$ cat src/rtl/pc_ctrl_pkg.sv
// Shared definitions for the fetch PC redirect controller.
//   state_t      : controller state (RUN / HOLD / INVAL)
//   CAUSE_*      : redirect cause encoding driven on redirect_cause
//   ALIGN_MASK   : clears the two low bits of a redirect target
//   align_pc()   : applies ALIGN_MASK to a target address
package pc_ctrl_pkg;

  typedef enum logic [1:0] {
    ST_RUN   = 2'd0,
    ST_HOLD  = 2'd1,
    ST_INVAL = 2'd2
  } state_t;

  localparam logic [2:0] CAUSE_NONE   = 3'd0;
  localparam logic [2:0] CAUSE_TRAP   = 3'd1;
  localparam logic [2:0] CAUSE_MRET   = 3'd2;
  localparam logic [2:0] CAUSE_BRANCH = 3'd3;
  localparam logic [2:0] CAUSE_FENCEI = 3'd4;

  localparam logic [31:0] ALIGN_MASK = 32'hFFFF_FFFC;

  function automatic logic [31:0] align_pc(input logic [31:0] pc);
    return pc & ALIGN_MASK;
  endfunction

endpackage

$ cat src/rtl/redirect_arbiter.sv
// Combinational priority encoder over the redirect sources.
// Priority: trap > mret > branch > fence.i. Only the winner is reported;
// lower-priority requests in the same cycle are dropped.
// Ports:
//   trap_req/trap_vector, mret_req/mepc, br_taken/br_target,
//   fencei_req/fencei_pc : request/target pairs
//   win_vld              : some request is active
//   win_tgt              : winner's target, word aligned
//   win_cause            : winner's cause code (CAUSE_NONE when idle)
module redirect_arbiter
  import pc_ctrl_pkg::*;
(
  input  logic        trap_req,
  input  logic [31:0] trap_vector,
  input  logic        mret_req,
  input  logic [31:0] mepc,
  input  logic        br_taken,
  input  logic [31:0] br_target,
  input  logic        fencei_req,
  input  logic [31:0] fencei_pc,
  output logic        win_vld,
  output logic [31:0] win_tgt,
  output logic [2:0]  win_cause
);

  always_comb begin
    win_vld   = 1'b1;
    win_tgt   = '0;
    win_cause = CAUSE_NONE;
    if (trap_req) begin
      win_tgt   = align_pc(trap_vector);
      win_cause = CAUSE_TRAP;
    end else if (mret_req) begin
      win_tgt   = align_pc(mepc);
      win_cause = CAUSE_MRET;
    end else if (br_taken) begin
      win_tgt   = align_pc(br_target);
      win_cause = CAUSE_BRANCH;
    end else if (fencei_req) begin
      win_tgt   = align_pc(fencei_pc);
      win_cause = CAUSE_FENCEI;
    end else begin
      win_vld   = 1'b0;
    end
  end

endmodule

$ cat src/rtl/pc_redirect_ctrl.sv
// Fetch-stage PC redirect controller.
// Arbitrates trap/mret/branch/fence.i redirects and fetch stall sources,
// drives the PC register's j_signal/jump/stall and the IF/ID, ID/EX flushes.
// A redirect arriving while imem is busy is parked (HOLD); fence.i runs an
// icache invalidate handshake with a timeout (INVAL).
// Ports:
//   clk, rst                 : clock, synchronous active-high reset
//   trap_req/trap_vector     : trap entry (highest priority)
//   mret_req/mepc            : mret
//   br_taken/br_target       : EX-stage taken branch/jump
//   fencei_req/fencei_pc     : fence.i retiring, PC+4 target
//   icache_inv_done          : invalidate completion pulse
//   load_use_hazard          : hazard-unit stall
//   imem_ready               : imem can accept a new fetch address
//   pc_j_signal/pc_jump      : PC load strobe and target
//   pc_stall                 : PC hold
//   flush_if_id/flush_id_ex  : pipeline kills
//   icache_inv_req           : one-cycle invalidate request
//   redirect_cause           : cause of current/pending redirect
//   busy                     : controller not in RUN
module pc_redirect_ctrl
  import pc_ctrl_pkg::*;
#(
  parameter int INV_TIMEOUT = 16
) (
  input  logic        clk,
  input  logic        rst,
  input  logic        trap_req,
  input  logic [31:0] trap_vector,
  input  logic        mret_req,
  input  logic [31:0] mepc,
  input  logic        br_taken,
  input  logic [31:0] br_target,
  input  logic        fencei_req,
  input  logic [31:0] fencei_pc,
  input  logic        icache_inv_done,
  input  logic        load_use_hazard,
  input  logic        imem_ready,
  output logic        pc_j_signal,
  output logic [31:0] pc_jump,
  output logic        pc_stall,
  output logic        flush_if_id,
  output logic        flush_id_ex,
  output logic        icache_inv_req,
  output logic [2:0]  redirect_cause,
  output logic        busy
);

  localparam int CNT_W = (INV_TIMEOUT > 1) ? $clog2(INV_TIMEOUT) : 1;
  localparam logic [CNT_W-1:0] CNT_LAST = CNT_W'(INV_TIMEOUT - 1);

  state_t            state, state_nx;
  logic [31:0]       pend_tgt, pend_tgt_nx;
  logic [2:0]        pend_cause, pend_cause_nx;
  logic [CNT_W-1:0]  inv_cnt, inv_cnt_nx;

  logic              win_vld;
  logic [31:0]       win_tgt;
  logic [2:0]        win_cause;
  logic              urgent;

  logic              jmp;
  logic [31:0]       jmp_tgt;
  logic              flush;
  logic              inv_req;
  logic              fence_start;
  logic [2:0]        cause;

  redirect_arbiter u_arb (
    .trap_req    (trap_req),
    .trap_vector (trap_vector),
    .mret_req    (mret_req),
    .mepc        (mepc),
    .br_taken    (br_taken),
    .br_target   (br_target),
    .fencei_req  (fencei_req),
    .fencei_pc   (fencei_pc),
    .win_vld     (win_vld),
    .win_tgt     (win_tgt),
    .win_cause   (win_cause)
  );

  // Only trap and mret may preempt a parked redirect or an invalidate.
  assign urgent = win_vld && ((win_cause == CAUSE_TRAP) || (win_cause == CAUSE_MRET));

  always_comb begin
    state_nx      = state;
    pend_tgt_nx   = pend_tgt;
    pend_cause_nx = pend_cause;
    inv_cnt_nx    = inv_cnt;
    jmp           = 1'b0;
    jmp_tgt       = '0;
    flush         = 1'b0;
    inv_req       = 1'b0;
    fence_start   = 1'b0;
    cause         = CAUSE_NONE;

    case (state)
      ST_RUN: begin
        if (win_vld && (win_cause != CAUSE_FENCEI)) begin
          flush = 1'b1;
          if (imem_ready) begin
            jmp     = 1'b1;
            jmp_tgt = win_tgt;
            cause   = win_cause;
          end else begin
            pend_tgt_nx   = win_tgt;
            pend_cause_nx = win_cause;
            state_nx      = ST_HOLD;
          end
        end else if (win_vld) begin
          inv_req       = 1'b1;
          flush         = 1'b1;
          fence_start   = 1'b1;
          pend_tgt_nx   = win_tgt;
          pend_cause_nx = CAUSE_FENCEI;
          inv_cnt_nx    = '0;
          state_nx      = ST_INVAL;
        end
      end

      ST_HOLD: begin
        cause = pend_cause;
        if (urgent) begin
          flush         = 1'b1;
          pend_tgt_nx   = win_tgt;
          pend_cause_nx = win_cause;
        end
        // A trap/mret arriving together with imem_ready goes out directly.
        if (imem_ready) begin
          jmp      = 1'b1;
          jmp_tgt  = urgent ? win_tgt : pend_tgt;
          cause    = urgent ? win_cause : pend_cause;
          state_nx = ST_RUN;
        end
      end

      ST_INVAL: begin
        cause      = pend_cause;
        inv_cnt_nx = inv_cnt + CNT_W'(1);
        if (urgent) begin
          // Abandon the invalidate; a late done pulse is ignored in RUN/HOLD.
          flush      = 1'b1;
          inv_cnt_nx = '0;
          if (imem_ready) begin
            jmp      = 1'b1;
            jmp_tgt  = win_tgt;
            cause    = win_cause;
            state_nx = ST_RUN;
          end else begin
            pend_tgt_nx   = win_tgt;
            pend_cause_nx = win_cause;
            state_nx      = ST_HOLD;
          end
        end else if (icache_inv_done || (inv_cnt == CNT_LAST)) begin
          flush      = 1'b1;
          inv_cnt_nx = '0;
          if (imem_ready) begin
            jmp      = 1'b1;
            jmp_tgt  = pend_tgt;
            cause    = pend_cause;
            state_nx = ST_RUN;
          end else begin
            state_nx = ST_HOLD;
          end
        end
      end

      default: state_nx = ST_RUN;
    endcase
  end

  always_ff @(posedge clk) begin
    if (rst) begin
      state      <= ST_RUN;
      pend_tgt   <= '0;
      pend_cause <= CAUSE_NONE;
      inv_cnt    <= '0;
    end else begin
      state      <= state_nx;
      pend_tgt   <= pend_tgt_nx;
      pend_cause <= pend_cause_nx;
      inv_cnt    <= inv_cnt_nx;
    end
  end

  // Every output is forced low during the reset cycle.
  assign pc_j_signal    = !rst && jmp;
  assign pc_jump        = rst ? 32'd0 : jmp_tgt;
  assign pc_stall       = !rst && !jmp &&
                          (load_use_hazard || !imem_ready || (state != ST_RUN) || fence_start);
  assign flush_if_id    = !rst && flush;
  assign flush_id_ex    = !rst && flush;
  assign icache_inv_req = !rst && inv_req;
  assign redirect_cause = rst ? CAUSE_NONE : cause;
  assign busy           = !rst && (state != ST_RUN);

endmodule

$ cat config.mk
export PLATFORM = sky130hd
export DESIGN_NAME = pc_redirect_ctrl
export DESIGN_NICKNAME = d
export VERILOG_FILES = /design/src/rtl/pc_ctrl_pkg.sv /design/src/rtl/redirect_arbiter.sv /design/src/rtl/pc_redirect_ctrl.sv
export SDC_FILE = /design/constraint.sdc
export NUM_CORES = 1
export LEC_CHECK = 0
export CORE_ASPECT_RATIO = 0.75
export CORE_MARGIN = 8
export CORE_UTILIZATION = 41
export DETAILED_ROUTE_END_ITERATION = 8
export GPL_ROUTABILITY_DRIVEN = 0
export GPL_TIMING_DRIVEN = 1
export PLACE_DENSITY = 0.77
export SYNTH_ARGS = -nofsm -noshare
export SYNTH_HDL_FRONTEND = slang
export SYNTH_SLANG_ARGS = --single-unit
$ cat constraint.sdc
create_clock -name clk -period 5.9 [get_ports clk]
set_input_delay 1.18 -clock clk [delete_from_list [all_inputs] [get_ports clk]]
set_output_delay 1.18 -clock clk [all_outputs]
set_load 0.05 [all_outputs]
## Word-level counts from Yosys, hierarchy flattened

Cells that the tools add are included.

| storage, ports and cells | value |
|---|---|
| register bits | 41 |
| bits of input ports | 137 |
| word-level logic and storage cells | 106 |

| cells by class | value |
|---|---|
| $add $sub $neg | 1 |
| equal/unequal tests | 13 |
| multiplexer cells | 65 |
| reduce and logical (&&, ||, !) cells | 23 |

Operators with widths:

| operator | count |
|---|---|
| $mux 32 | 16 |
| $pmux 32 s3 | 2 |
| $mux 3 | 15 |
| $pmux 3 s3 | 2 |
| $mux 1 | 16 |
| $mux 4 | 4 |
| $mux 2 | 6 |
| $ne 3x3->1 const B | 4 |
| $logic_and 1x1->1 | 8 |
| $ne 2x2->1 const B | 4 |
| $pmux 4 s2 | 1 |
| $pmux 1 s3 | 2 |
| $pmux 2 s3 | 1 |
| $reduce_and 3->1 | 2 |
| $logic_or 1x1->1 | 5 |
| $add 4x1->4 const B | 1 |
| $eq 4x4->1 const B | 1 |
| $reduce_and 4->1 | 1 |
| $reduce_bool 2->1 | 2 |
| $eq 3x1->1 const B | 1 |
| $eq 3x2->1 const B | 1 |
| $logic_not 1->1 | 3 |
| $reduce_bool 3->1 | 1 |
| $eq 2x1->1 const B | 1 |
| 2 further kinds | 2 |

## Depth between registers and ports, before layout

| depth | value |
|---|---|
| depth after elaboration | 12 |
| mapped depth | 9 |
| mapped depth without buffers | 7 |

## Cells and area by module

Synthesis repeated with hierarchy kept, for this count alone.

| unflattened totals | value |
|---|---|
| cells, all modules | 537 |
| area, all modules | 4026.4 um^2 |

Modules (own cells, without submodules):

| module | times used | cells each | area an instance (um^2) | sequential area each (um^2) |
|---|---|---|---|---|
| pc_redirect_ctrl | 1 | 391 | 3141.8 | 820.8 |
| redirect_arbiter | 1 | 146 | 884.6 | 0.0 |

## Least setup slack after synthesis

No wires, ideal clock.

| timing path | value |
|---|---|
| path kind | input to output |
| from | in imem_ready |
| to | out redirect_cause[2] |
| arrival time | 4.131 ns |
| required time | 4.720 ns |
| path slack | 0.589 ns |
| cell stages on the path | 4 |
| buffers on the path | 3 |
| cells stage by stage | buf_4 > buf_2 > buf_1 > a2111oi_0 |

| on the way | value |
|---|---|
| longest elaborated chain between the ends | 4 |

Ends and longest elaborated chain:

| element | line | text |
|---|---|---|
| start: declaration | pc_redirect_ctrl.sv:38 | `input logic imem_ready,` |
| $mux 3, on equally long branches | pc_redirect_ctrl.sv:145, pc_redirect_ctrl.sv:102 |  |
| $mux 3, on equally long branches | pc_redirect_ctrl.sv:141, pc_redirect_ctrl.sv:100 |  |
| $pmux 3 s3 (*) | pc_redirect_ctrl.sv:98 | `case (state)` |
| $mux 3 (*) | pc_redirect_ctrl.sv:195 | `assign redirect_cause = rst ? CAUSE_NONE : cause;` |
| end: declaration | pc_redirect_ctrl.sv:45 | `output logic [2:0] redirect_cause,` |

Every way passes the cells marked *; elsewhere a longest branch is shown, timed or not.

## Worst setup path in the final report

| timing path | value |
|---|---|
| from | in br_taken |
| to | out pc_jump[9] |

| on the way | value |
|---|---|
| longest elaborated chain between the ends | 10 |

Ends and longest elaborated chain:

| element | line | text |
|---|---|---|
| start: declaration | pc_redirect_ctrl.sv:32 | `input logic br_taken,` |
| $mux 3 | redirect_arbiter.sv:36 | `end else if (br_taken) begin` |
| $mux 3 | redirect_arbiter.sv:33 | `end else if (mret_req) begin` |
| $mux 3 | redirect_arbiter.sv:30 | `if (trap_req) begin` |
| $eq 3x1->1 / $eq 3x2->1 (equally long branches) | pc_redirect_ctrl.sv:84 | `assign urgent = win_vld && ((win_cause == CAUSE_TRAP) \|\| (win_cause == CAUSE_MRET));` |
| $logic_or 1x1->1 | pc_redirect_ctrl.sv:84 |  |
| $logic_and 1x1->1 | pc_redirect_ctrl.sv:84 |  |
| $mux 32 | -- |  |
| $mux 32 | pc_redirect_ctrl.sv:130 | `if (imem_ready) begin` |
| $pmux 32 s3 (*) | pc_redirect_ctrl.sv:98 |  |
| $mux 32 (*) | pc_redirect_ctrl.sv:189 | `assign pc_jump = rst ? 32'd0 : jmp_tgt;` |
| end: declaration | pc_redirect_ctrl.sv:40 | `output logic [31:0] pc_jump,` |

Marked as above.

==> results.ini <==
[setup_path]
r2r-start=state[0]
cpMostUsedCell=buf_4
crit_fanout=21
worstPathCellList=clkdlybuf4s50_1, buf_4, nor2_2, buf_4, a2111o_1, nand2_1, a22o_1, buf_12
cp-end-kind=output pin
r2r_cells=8
cpPeakStageDelay_ps=850
critPathRequiredTime_ps=4720
slowest_stage=nor2_2
criticalPathCategory=in -> out
r2r-end=pend_tgt[15]
critPathLaunchType=primary input
rrSetupSlack_ps=3140
arrival_ps=3710

[synth]
synth_ff_type=dfxtp_1
ys_warn_count=0
synth.top_cell.area_share_pct=14.6
yosysSeqAreaShare_pct=14.6
syn_area_sq_um=5630
synth_edf_count=0
syn_inst=837
async_flop_share_pct=0
syn_area_per_cell_sq_um=6.72
synth_top_cell_by_area=dfxtp_1
synth.distinct_cells=49
synthTopCellsByArea=dfxtp_1 15%, nand2_1 8.7%, a2111o_1 5.8%
synth_seq_cells=41
syn-num-nets=979

[detailed_routing]
drt-vias-per-instance=6.21
drt_iter0_drc=676
first_pass_iters=6
wire_per_inst_microns=19.1
drc=0
ant_nets=0
wl_microns=21100
num_vias=6867

[sta]
max_clock_freq_ghz=0.204
post-route-period-util_pct=82.9
finalSetupViolCount=0
holdWs_ps=453
slew_headroom_pct=27.7
maxSlewViolCount=0
hold_viol=0
max_slew.worst_pin.slew_ps=1080
fin_crit_ps=4890
tns_ps=0
rsz0062_at_grt=false
finClkSkew_ps=6.17

[global_routing]
grt_usage_pct=22.6
first_global_vias=6350
grt_max_degree=87
overflow=0
grt_first_pass_wirelength_microns=33500
antenna_found_initial=0

[clock_network]
root_buffer=clkbuf_16
cts_buffers=5
clk_latency_ps=280
postCtsHoldBufs=0
post_cts_buffers=0
cts_max_path_buffers=2
clk_pin_slew_worst_paths_ps=60
clkSinkCount=41
cts_tree=done
htreeDepth=2
cts_resized=0

[place]
dp_hpwl_microns=14100
portBuffers=169

[die]
die_h_microns=117
std_cell_rows=37
io_pins=178
die_w_microns=151
dieArea_sq_um=17800
initial_core_util_pct=41.5
core_area_sq_um=13600

[worst_hold_path]
holdPathEnd=pend_tgt[0]
min_from=pend_tgt[0]
hold_depth=1
hold_class=reg -> reg

[power_and_ir_drop]
p_leak_uw=0.00271
power_density_nw_per_um2=191
vdd_drop_max_mv=0.118

[cells_and_area]
area_growth_pct=37.3
drive_gt1_share_pct=7.96
final_nets=1071
diodes=0
fillCellCount=1269
final_util_pct=57.0

[run]
maxCapViolations=0

[status]
status=complete, no violations

-- routing by layer --
layer  wire length (microns)  share of wire [%]  global-route usage (%)
met1                    8750                 41                    30.4
met2                    9270                 44                    35.0
met3                    2850                 14                    6.30
met4                     226                1.1                    4.63
met5                       0                  0                       0
-- worst max-delay path by stage --
stage                    start                end  slack [ps]
floorplan           imem_ready  redirect_cause[2]         590
global placement      br_taken         pc_jump[9]        1040
detailed placement    br_taken         pc_jump[9]        1040
CTS                   br_taken         pc_jump[9]        1030
global route          br_taken        pc_jump[15]         880
finish                br_taken         pc_jump[9]        1010
-- cells by family after synthesis --
| family | share of synthesized area [%] |
|---|---|
| adders and majority gates | 1.11 |
| DFF | 14.6 |
| AOI/OAI and AO/OA | 43.6 |
| and+or+nand+nor | 31.5 |
| buffers and inverters | 9.14 |
-- cells in the final DEF, fill, tap and decap left out, types with 4 or more instances in the layout --
cell type          n
o21ai_1           29
or3_1              4
a22o_1            29
nand3_1           61
buf_4             19
a2bb2oi_1         29
clkbuf_16          5
nand2b_1           5
nor3b_1           32
o2111ai_1         29
a21oi_1           13
nor2b_1           33
clkdlybuf4s50_1  129
nand2_1          130
a2111o_1          29
o21bai_1          29
nand3b_1          30
a22oi_1            5
o21ai_0           44
inv_1              8
o21a_1            31
a211oi_1           4
a31oi_1           35
and2_1             5
buf_12            35
dfxtp_1           41
nor2_1            42
-- power by group --
part	leakage, uW	internal [uW]	total, uW	switching (uW)
logic	0.00229	350	780	430
clock network	0.0000841	212	324	112
registers	0.000338	322	370	48.2
total	0.00271	884	1470	590
-- cell usage after synthesis (all sizes together) (8+ instances only) --
| cell type | instances |
|---|---|
| clkbuf | 55 |
| nor2b | 33 |
| a31oi | 35 |
| buf | 46 |
| a22o | 29 |
| a2bb2oi | 29 |
| nor2 | 44 |
| dfxtp | 41 |
| inv | 8 |
| nand2 | 131 |
| nand3 | 61 |
| o21a | 31 |
| a2111o | 29 |
| nand3b | 30 |
| o21ai | 73 |
| o21bai | 29 |
| o2111ai | 29 |
| nor3b | 32 |
| a21oi | 15 |
-- stage by stage --
stage / instances / setup slack [ps] / area, sq um / total power [uW]
after detailed placement: 1097 / 1040 / 7560 / 1150
after global placement: 1097 / 1040 / 7560 / 1140
final: 1105 / 1010 / 7730 / 1470
after CTS: 1105 / 1030 / 7730 / 1480
after floorplan: 837 / 589 / 5630 / 876
after global routing: 1105 / 880 / 7730 / 1560
-- sequential cells by signal, summed over array words and instances, names as in the netlist --
register / flops
pend_cause: 3
state: 2
inv_cnt: 4
pend_tgt: 32
-- area by class of cell --
type / count / area [sq um] / area share [%]
Inverter: 8 / 30.0 / 0.388
Timing Repair Buffer: 186 / 2150 / 27.8
Multi-Input combinational cell: 687 / 4340 / 56.1
Clock buffer: 7 / 143 / 1.85
Sequential cell: 41 / 821 / 10.6
Tap cell: 175 / 219 / 2.83
Clock inverter: 1 / 30.0 / 0.388
-- critical path: cells and delay by family --
kind / cells / cell delay [ps]
AOI/OAI and AO/OA: 2 / 420
and+or+nand+nor: 2 / 910
buffers and inverters: 4 / 1190
Power figures use the tool's default switching activity.
